`src/rtl/mem_port_arb_pkg.sv`:
```
// Shared types for the IF/LS memory port arbiter.
package mem_port_arb_pkg;

  typedef enum logic {
    SRC_IF = 1'b0,
    SRC_LS = 1'b1
  } src_id_e;

endpackage

```
`src/rtl/mem_port_arb_idq.sv`:
```
// Outstanding-request source id FIFO; head names the owner of the next response.
module mem_port_arb_idq
  import mem_port_arb_pkg::*;
#(
  parameter int DEPTH = 2
) (
  input  logic                     clk,
  input  logic                     rst,
  input  logic                     push,
  input  src_id_e                  push_id,
  input  logic                     pop,
  output src_id_e                  head,
  output logic                     full,
  output logic                     empty,
  output logic [$clog2(DEPTH):0]   count
);

  localparam int PW = (DEPTH > 1) ? $clog2(DEPTH) : 1;
  localparam int CW = $clog2(DEPTH) + 1;

  src_id_e         q [DEPTH];
  logic [PW-1:0]   wr_ptr;
  logic [PW-1:0]   rd_ptr;
  logic            push_ok;
  logic            pop_ok;

  function automatic logic [PW-1:0] nxt(input logic [PW-1:0] p);
    return (p == PW'(DEPTH - 1)) ? '0 : p + PW'(1);
  endfunction

  assign full    = (count == CW'(DEPTH));
  assign empty   = (count == '0);
  assign push_ok = push & ~full;
  assign pop_ok  = pop & ~empty;
  assign head    = q[rd_ptr];

  always_ff @(posedge clk or posedge rst) begin
    if (rst) begin
      wr_ptr <= '0;
      rd_ptr <= '0;
      count  <= '0;
    end else begin
      if (push_ok) wr_ptr <= nxt(wr_ptr);
      if (pop_ok)  rd_ptr <= nxt(rd_ptr);
      if (push_ok & ~pop_ok)      count <= count + CW'(1);
      else if (~push_ok & pop_ok) count <= count - CW'(1);
    end
  end

  always_ff @(posedge clk) begin
    if (push_ok) q[wr_ptr] <= push_id;
  end

endmodule

```
`src/rtl/mem_port_arb.sv`:
```
// Shares one in-order memory port between instruction fetch and load/store.
// Define MEM_PORT_ARB_RR_EN for round-robin; default is fixed LS-over-IF priority.
module mem_port_arb
  import mem_port_arb_pkg::*;
#(
  parameter int AW        = 32,
  parameter int DW        = 32,
  parameter int OST_DEPTH = 2
) (
  input  logic            clk,
  input  logic            rst,
  input  logic            if_req_vld,
  output logic            if_req_rdy,
  input  logic [AW-1:0]   if_req_addr,
  output logic            if_rsp_vld,
  input  logic            if_rsp_rdy,
  output logic [DW-1:0]   if_rsp_data,
  input  logic            ls_req_vld,
  output logic            ls_req_rdy,
  input  logic [AW-1:0]   ls_req_addr,
  input  logic            ls_req_wr,
  input  logic [DW-1:0]   ls_req_wdata,
  input  logic [DW/8-1:0] ls_req_wstrb,
  output logic            ls_rsp_vld,
  input  logic            ls_rsp_rdy,
  output logic [DW-1:0]   ls_rsp_data,
  output logic            mem_req_vld,
  input  logic            mem_req_rdy,
  output logic [AW-1:0]   mem_req_addr,
  output logic            mem_req_wr,
  output logic [DW-1:0]   mem_req_wdata,
  output logic [DW/8-1:0] mem_req_wstrb,
  input  logic            mem_rsp_vld,
  output logic            mem_rsp_rdy,
  input  logic [DW-1:0]   mem_rsp_data
);

  localparam int CW = $clog2(OST_DEPTH) + 1;

  src_id_e         pick;
  src_id_e         win;
  src_id_e         lock_id;
  src_id_e         head;
  logic            lock_vld;
  logic            win_vld;
  logic            win_ls;
  logic            full;
  logic            empty;
  logic            req_hs;
  logic            rsp_hs;
  logic [CW-1:0]   ost_cnt;

`ifdef MEM_PORT_ARB_RR_EN
  src_id_e rr_ptr;

  always_ff @(posedge clk or posedge rst) begin
    if (rst)         rr_ptr <= SRC_IF;
    else if (req_hs) rr_ptr <= src_id_e'(~win);
  end

  always_comb begin
    pick = SRC_IF;
    unique case (1'b1)
      if_req_vld & ls_req_vld: pick = rr_ptr;
      ls_req_vld:              pick = SRC_LS;
      default:                 pick = SRC_IF;
    endcase
  end
`else
  assign pick = ls_req_vld ? SRC_LS : SRC_IF;
`endif

  // A stalled grant is held so the memory side sees a stable request.
  assign win     = lock_vld ? lock_id : pick;
  assign win_ls  = (win == SRC_LS);
  assign win_vld = win_ls ? ls_req_vld : if_req_vld;

  assign mem_req_vld = ~rst & ~full & win_vld;
  assign req_hs      = mem_req_vld & mem_req_rdy;
  assign if_req_rdy  = req_hs & ~win_ls;
  assign ls_req_rdy  = req_hs & win_ls;

  assign mem_req_addr  = win_ls ? ls_req_addr : if_req_addr;
  assign mem_req_wr    = win_ls & ls_req_wr;
  assign mem_req_wdata = win_ls ? ls_req_wdata : '0;
  assign mem_req_wstrb = win_ls ? ls_req_wstrb : '0;

  always_ff @(posedge clk or posedge rst) begin
    if (rst) begin
      lock_vld <= 1'b0;
      lock_id  <= SRC_IF;
    end else if (mem_req_vld & ~mem_req_rdy) begin
      lock_vld <= 1'b1;
      lock_id  <= win;
    end else if (req_hs) begin
      lock_vld <= 1'b0;
    end
  end

  assign if_rsp_vld  = mem_rsp_vld & ~empty & (head == SRC_IF);
  assign ls_rsp_vld  = mem_rsp_vld & ~empty & (head == SRC_LS);
  assign mem_rsp_rdy = ~empty & ((head == SRC_LS) ? ls_rsp_rdy : if_rsp_rdy);
  assign rsp_hs      = mem_rsp_vld & mem_rsp_rdy;
  assign if_rsp_data = mem_rsp_data;
  assign ls_rsp_data = mem_rsp_data;

  mem_port_arb_idq #(
    .DEPTH (OST_DEPTH)
  ) u_idq (
    .clk     (clk),
    .rst     (rst),
    .push    (req_hs),
    .push_id (win),
    .pop     (rsp_hs),
    .head    (head),
    .full    (full),
    .empty   (empty),
    .count   (ost_cnt)
  );

  assert property (@(posedge clk) disable iff (rst)
    ost_cnt <= CW'(OST_DEPTH));

endmodule

```
`config.mk`:
```
export PLATFORM = sky130hd
export DESIGN_NAME = mem_port_arb
export DESIGN_NICKNAME = d
export VERILOG_FILES = /design/src/rtl/mem_port_arb_pkg.sv /design/src/rtl/mem_port_arb_idq.sv /design/src/rtl/mem_port_arb.sv
export SDC_FILE = /design/constraint.sdc
export NUM_CORES = 1
export LEC_CHECK = 0
export CAP_MARGIN = 20
export CELL_PAD_IN_SITES_DETAIL_PLACEMENT = 1
export CELL_PAD_IN_SITES_GLOBAL_PLACEMENT = 2
export CORE_MARGIN = 5
export CORE_UTILIZATION = 10
export DETAILED_ROUTE_END_ITERATION = 6
export PLACE_DENSITY = 0.95
export SKIP_LAST_GASP = 1
export SLEW_MARGIN = 20
export SYNTH_ARGS = -nofsm -noshare
export SYNTH_HDL_FRONTEND = slang
export SYNTH_SLANG_ARGS = --single-unit
```
`constraint.sdc`:
```
create_clock -name clk -period 1.73 [get_ports clk]
set_input_delay 0.173 -clock clk [delete_from_list [all_inputs] [get_ports clk]]
set_output_delay 0.173 -clock clk [all_outputs]
set_load 0.01 [all_outputs]
```
-- Yosys cells after proc, flatten, opt, wreduce, memory -nomap -nowiden
Memories as Yosys holds them, arrays and structs flattened.
Cells that the tools add are included.
Widths: inputs -> output; s select.
- flip-flop bits (word level): 6
- RAM bits: 2
- bits of input ports: 141
- output and inout bits: 139
- word-level logic and storage cells: 53
- memories: 1
- $add $sub $neg: 4
- eq/ne operators: 1
- mux-type cells: 15
- bitwise logic cells: 24
- reduce and logical (&&, ||, !) cells: 3
- memories (memory ; depth ; width ; rd ports ; clocked after Yosys merged registers in ; wr ports ; line ; source):
    u_idq.q ; 2 ; 1 ; 1 ; 0 ; 1 ; mem_port_arb_idq.sv:21 ; src_id_e q [DEPTH];
- operators by type and width (kind ; number):
    $mux 32 ; 2
    $and 1x1->1 ; 16
    $mux 1 ; 10
    $not 1->1 ; 8
    $mux 2 ; 2
    $mux 4 ; 1
    $reduce_bool 2->1 ; 2
    $add 1x1->1 const B ; 2
    $add 2x1->2 const B ; 1
    $eq 2x2->1 const B ; 1
    $logic_not 2->1 ; 1
    $sub 2x1->2 const B ; 1

-- Longest topological paths before layout
- depth after elaboration: 10
- gate-level depth with buffers: 8

-- Hierarchy
A second synthesis with hierarchy kept.
- cell total of the unflattened synthesis: 186
- area total of the unflattened synthesis: 1716.6 um^2
- by module, submodules not included (module ; times used ; cells each ; area an instance (um^2) ; sequential area each (um^2)):
    mem_port_arb ; 1 ; 163 ; 1445.1 ; 50.0
    mem_port_arb_idq ; 1 ; 23 ; 271.5 ; 160.2

-- Worst setup path after synthesis
Ideal clock, no wire load.
- path type: flip-flop to flip-flop
- start point: reg lock_vld
- end point: reg u_idq.count[1]
- library setup time: 79 ps
- arrival time: 1657 ps
- data required time: 1651 ps
- setup slack: -6 ps
- cell stages (with the launch flop): 8
- cell sequence: dfrtp_1 -> mux2i_4 -> inv_4 -> o2111ai_4 -> inv_1 -> ha_1 -> nor2_1 -> xor2_1
- word-level cells in the longest chain between the ends: 8
- elaborated cells on any way between the ends: 10
- those cells by class: mux (3); bitwise (6); reduce/logical (1)
- ends and longest elaborated chain (what ; line ; source):
    start: declaration ; mem_port_arb.sv:44 ; logic lock_vld;
    start signal: assignment ; mem_port_arb.sv:90 ; lock_vld <= 1'b0;
    start signal: assignment ; mem_port_arb.sv:93 ; lock_vld <= 1'b1;
    start signal: assignment ; mem_port_arb.sv:96 ; lock_vld <= 1'b0;
    $mux 1 * ; mem_port_arb.sv:74 ; assign win = lock_vld ? lock_id : pick;
    $mux 1 * ; mem_port_arb.sv:76 ; assign win_vld = win_ls ? ls_req_vld : if_req_vld;
    $and 1x1->1 * ; mem_port_arb.sv:78 ; assign mem_req_vld = ~rst & ~full & win_vld;
    $and 1x1->1 * ; mem_port_arb.sv:79 ; assign req_hs = mem_req_vld & mem_req_rdy;
    $and 1x1->1 * ; mem_port_arb_idq.sv:33 ; assign push_ok = push & ~full;
    named net u_idq.push_ok ; mem_port_arb_idq.sv:24 ; logic push_ok;
    $not 1->1 ; mem_port_arb_idq.sv:46 ; else if (~push_ok & pop_ok) count <= count - CW'(1);
    $and 1x1->1 ; mem_port_arb_idq.sv:46 ;
    $reduce_bool 2->1 (no source line) ; -- ;
    end signal: assignment ; mem_port_arb_idq.sv:45 ; if (push_ok & ~pop_ok) count <= count + CW'(1);
    end signal: assignment ; mem_port_arb_idq.sv:46 ;
    end: declaration ; mem_port_arb_idq.sv:15 ; output logic [$clog2(DEPTH):0] count
The timed path passes the listed nets; every way through them passes the cells marked *.
A chain may end at the register's enable or synchronous reset.

-- Final worst setup path
- start point: reg lock_vld
- end point: out mem_req_wdata[22]
- word-level cells in the longest chain between the ends: 2
- ends and longest elaborated chain (what ; line ; source):
    $mux 1 ; mem_port_arb.sv:74 ;
    $mux 32 ; mem_port_arb.sv:85 ; assign mem_req_wdata = win_ls ? ls_req_wdata : '0;
    end: declaration ; mem_port_arb.sv:31 ; output logic [DW-1:0] mem_req_wdata,
Every way passes these cells.

==> flow_metrics.tcl <==
set metrics [dict create \
    drv_cap 0 \
    via_count 2069 \
    switching_share_pct 42.8 \
    min_period_over_period_pct 106 \
    synthCells 256 \
    yosysSeqAreaShare_pct 12.9 \
    netlist_area_mm2 0.00163 \
    peakVddDrop_mv 0.412 \
    hold_viol 0 \
    antenna_cells 0 \
    r2r_setup_slack_ns -0.09 \
    syn_to_final_growth_pct 118 \
    post-route-util_pct 22.4 \
    worstMarginPinSlew_ns 0.300 \
    min_path_cells 0 \
    grt_pass1_vias 2287 \
    core_mm2 0.0159 \
    grt_pass1_wl_mm 11.5 \
    drt-met1-wl_mm 2.79 \
    routedWlPerCell_um 13.3 \
    cp_data_arrival_time_ns 1.66 \
    htree_levels 1 \
    num-fill-cells 1931 \
    die_y_um 138 \
    p_comb_share_pct 82.3 \
    cts_inserted_buffers 3 \
    required_ns 1.56 \
    timing.final.ws_setup_ns -0.103 \
    yosysWarnings 0 \
    powerDensity_mw_per_mm2 1210 \
    period_needed_ns 1.83 \
    crit_type "register to primary output" \
    row_count 46 \
    p_switching_mw 1.84 \
    wl_met2_mm 3.98 \
    dp_hpwl_mm 6.76 \
    crit_fanout 42 \
    rsz0062_at_grt "yes" \
    wl_mm 8.16 \
    clk_pin_slew_worst_paths_ns 0.04 \
    maxSlewHeadroom_pct 79.9 \
    avgSynthCellArea_um2 6.37 \
    cp_cell_sequence "mux2i_4 -> inv_4 -> buf_12 -> and2_1 -> dlygate4sd2_1" \
    hold_buffers 0 \
    internal_power_mw 2.47 \
    start_kind "register" \
    seq_power_share_pct 8.2 \
    hp-class "input pin to primary output" \
    gr-total-overflow 0 \
    track_usage_pct 7.77 \
    fin_skew_ns 0.00145 \
    num_io_pins 280 \
    syn_nets 398 \
    die_w_um 138 \
    timing.fmax_mhz 546 \
    r2r-end "u_idq.count[1]$_DFFE_PP0P_" \
    slew_violations 0 \
    slowest_delay_ns 0.39 \
    pwr-share-clk_pct 9.5 \
    drtPass1Iterations 3 \
    leakage_nw 1.68 \
    met3_length_mm 1.23 \
    status "finished with violations" \
    crit_slowest_cell "dfrtp_2" \
    synth.distinct_cells 26 \
    regToRegStartpoint "lock_vld$_DFFE_PP0P_" \
    failed_checks "setup timing" \
    synth.ff_latch_count 8 \
    clockBufferDepth 2 \
    reg2reg_depth 9 \
    ant_nets 0 \
    worstSkewPairLatency_ns 0.23 \
    worst_setup_path_end_kind "primary output" \
    antenna_found_initial 0 \
    viasPerCell 3.36 \
    fin_setup_tns_ns -3.61 \
    cts_tree "done" \
    min_from "mem_rsp_data[31]" \
    grt_max_degree 43 \
    drcViolationCount 0 \
    cts.sinks 8 \
    root_buffer "clkbuf_16" \
    dieArea_mm2 0.0190 \
    num-nets-final 542 \
    min_to "if_rsp_data[31]" \
    final_common_cell "clkdlybuf4s50_1" \
    place_congestion 0.681 \
    setup_violations 61 \
    highest_layer "met4" \
    drive_gt1_share_pct 18.8 \
    port-buffer-count 183 \
    drtIter0Drc 46 \
    final_cell_mix "108 x clkdlybuf4s50_1, 94 x nand2_1, 45 x dlygate4sd2_1" \
    start_util_pct 10.2 \
]
-- sequential cells by signal, indices dropped and copies added (netlist names) --
signal and cells:
u_idq.count 2, u_idq.q 2, lock_id 1, lock_vld 1, u_idq.rd_ptr 1, u_idq.wr_ptr 1
-- layout make-up --
type	count	area [µm²]	share of cell area, %
clock buffers	4	78.8	2.21
inverters	7	28.8	0.808
multi-input cells	166	915	25.7
well taps	216	270	7.58
repair buffers	214	2060	57.8
flip-flops and latches	8	211	5.93
-- critical path, delay by kind of cell (launching register included) --
family                 cells  cell delay [ns]
muxes                      1             0.30
and+or+nand+nor            1             0.17
buffers and inverters      3             0.55
DFF                        1             0.39
-- timing repair --
action	4_1_cts	5_1_grt
endpoints found under the hold margin	0	0
pin swaps	4	6
resized for setup	140	27
cloned	0	1
setup buffers	7	5
endpoints found under the setup margin	76	74
-- through the flow --
| stage | instance area (µm²) | hold slack (ns) | total power, mW | cells | setup slack (ns) |
|---|---|---|---|---|---|
| 4_1_cts | 3500 | 0.346 | 4.20 | 610 | -0.163 |
| 3_5_place_dp | 3370 | 0.346 | 3.92 | 599 | -0.370 |
| 6_report | 3560 | 0.346 | 4.31 | 615 | -0.103 |
| 2_1_floorplan | 1630 | -0.0161 | 1.99 | 256 | -0.00592 |
| 5_1_grt | 3560 | 0.346 | 4.71 | 615 | -0.188 |
| 3_3_place_gp | 3370 | 0.346 | 3.88 | 599 | -0.322 |
-- kinds of logic after synthesis --
logic type	Yosys count	synth area share (%)
compound gates	6	4.29
xor+xnor	5	2.68
fa+ha+maj	1	0.767
buf+inv	82	34.1
flops	8	12.9
mux	5	3.83
simple gates	149	41.4
-- synth_stat cells, drive strengths merged --
master,n,share of area (%)
a22o,1,0.54
and2,37,14
and3,2,0.77
and4,1,0.54
buf,69,31
clkbuf,6,1.4
dfrtp,6,9.2
edfxtp,2,3.7
ha,1,0.77
inv,7,1.8
mux2i,5,3.8
nand2,96,22
nand2b,1,0.38
nand3b,1,0.46
nand4,1,0.38
nor2,8,1.8
nor2b,2,0.77
o2111ai,2,2.5
o211ai,2,0.92
o21ai,1,0.31
xnor2,2,1.1
xor2,3,1.6
-- worst max path at each step --
stage / from / to / slack (ns) / cells after the start
final: lock_vld$_DFFE_PP0P_ / mem_req_wdata[22] / -0.10 / 5
after global routing: lock_vld$_DFFE_PP0P_ / u_idq.count[1]$_DFFE_PP0P_ / -0.19 / 9
after CTS: lock_vld$_DFFE_PP0P_ / u_idq.count[1]$_DFFE_PP0P_ / -0.16 / 9
after detailed placement: ls_req_vld / mem_req_vld / -0.37 / 7
after global placement: ls_req_vld / mem_req_addr[7] / -0.32 / 6
after floorplan: lock_vld$_DFFE_PP0P_ / u_idq.count[1]$_DFFE_PP0P_ / -0.006 / 7
-- metal layers --
metal	vias up	track usage (%)
met5	-	0
met4	0	2.69
met3	22	4.24
met2	145	14.2
met1	901	7.34
li1	1001	-
-- power by group through the flow --
stage | Combinational (mW) | Sequential (mW) | Clock, mW
2_1_floorplan | 1.64 | 0.352 | 0
3_3_place_gp | 3.53 | 0.351 | 0
3_5_place_dp | 3.56 | 0.358 | 0
4_1_cts | 3.43 | 0.358 | 0.415
5_1_grt | 3.92 | 0.368 | 0.424
6_report | 3.55 | 0.355 | 0.408
Note: power is estimated with default switching activity, not from simulation.
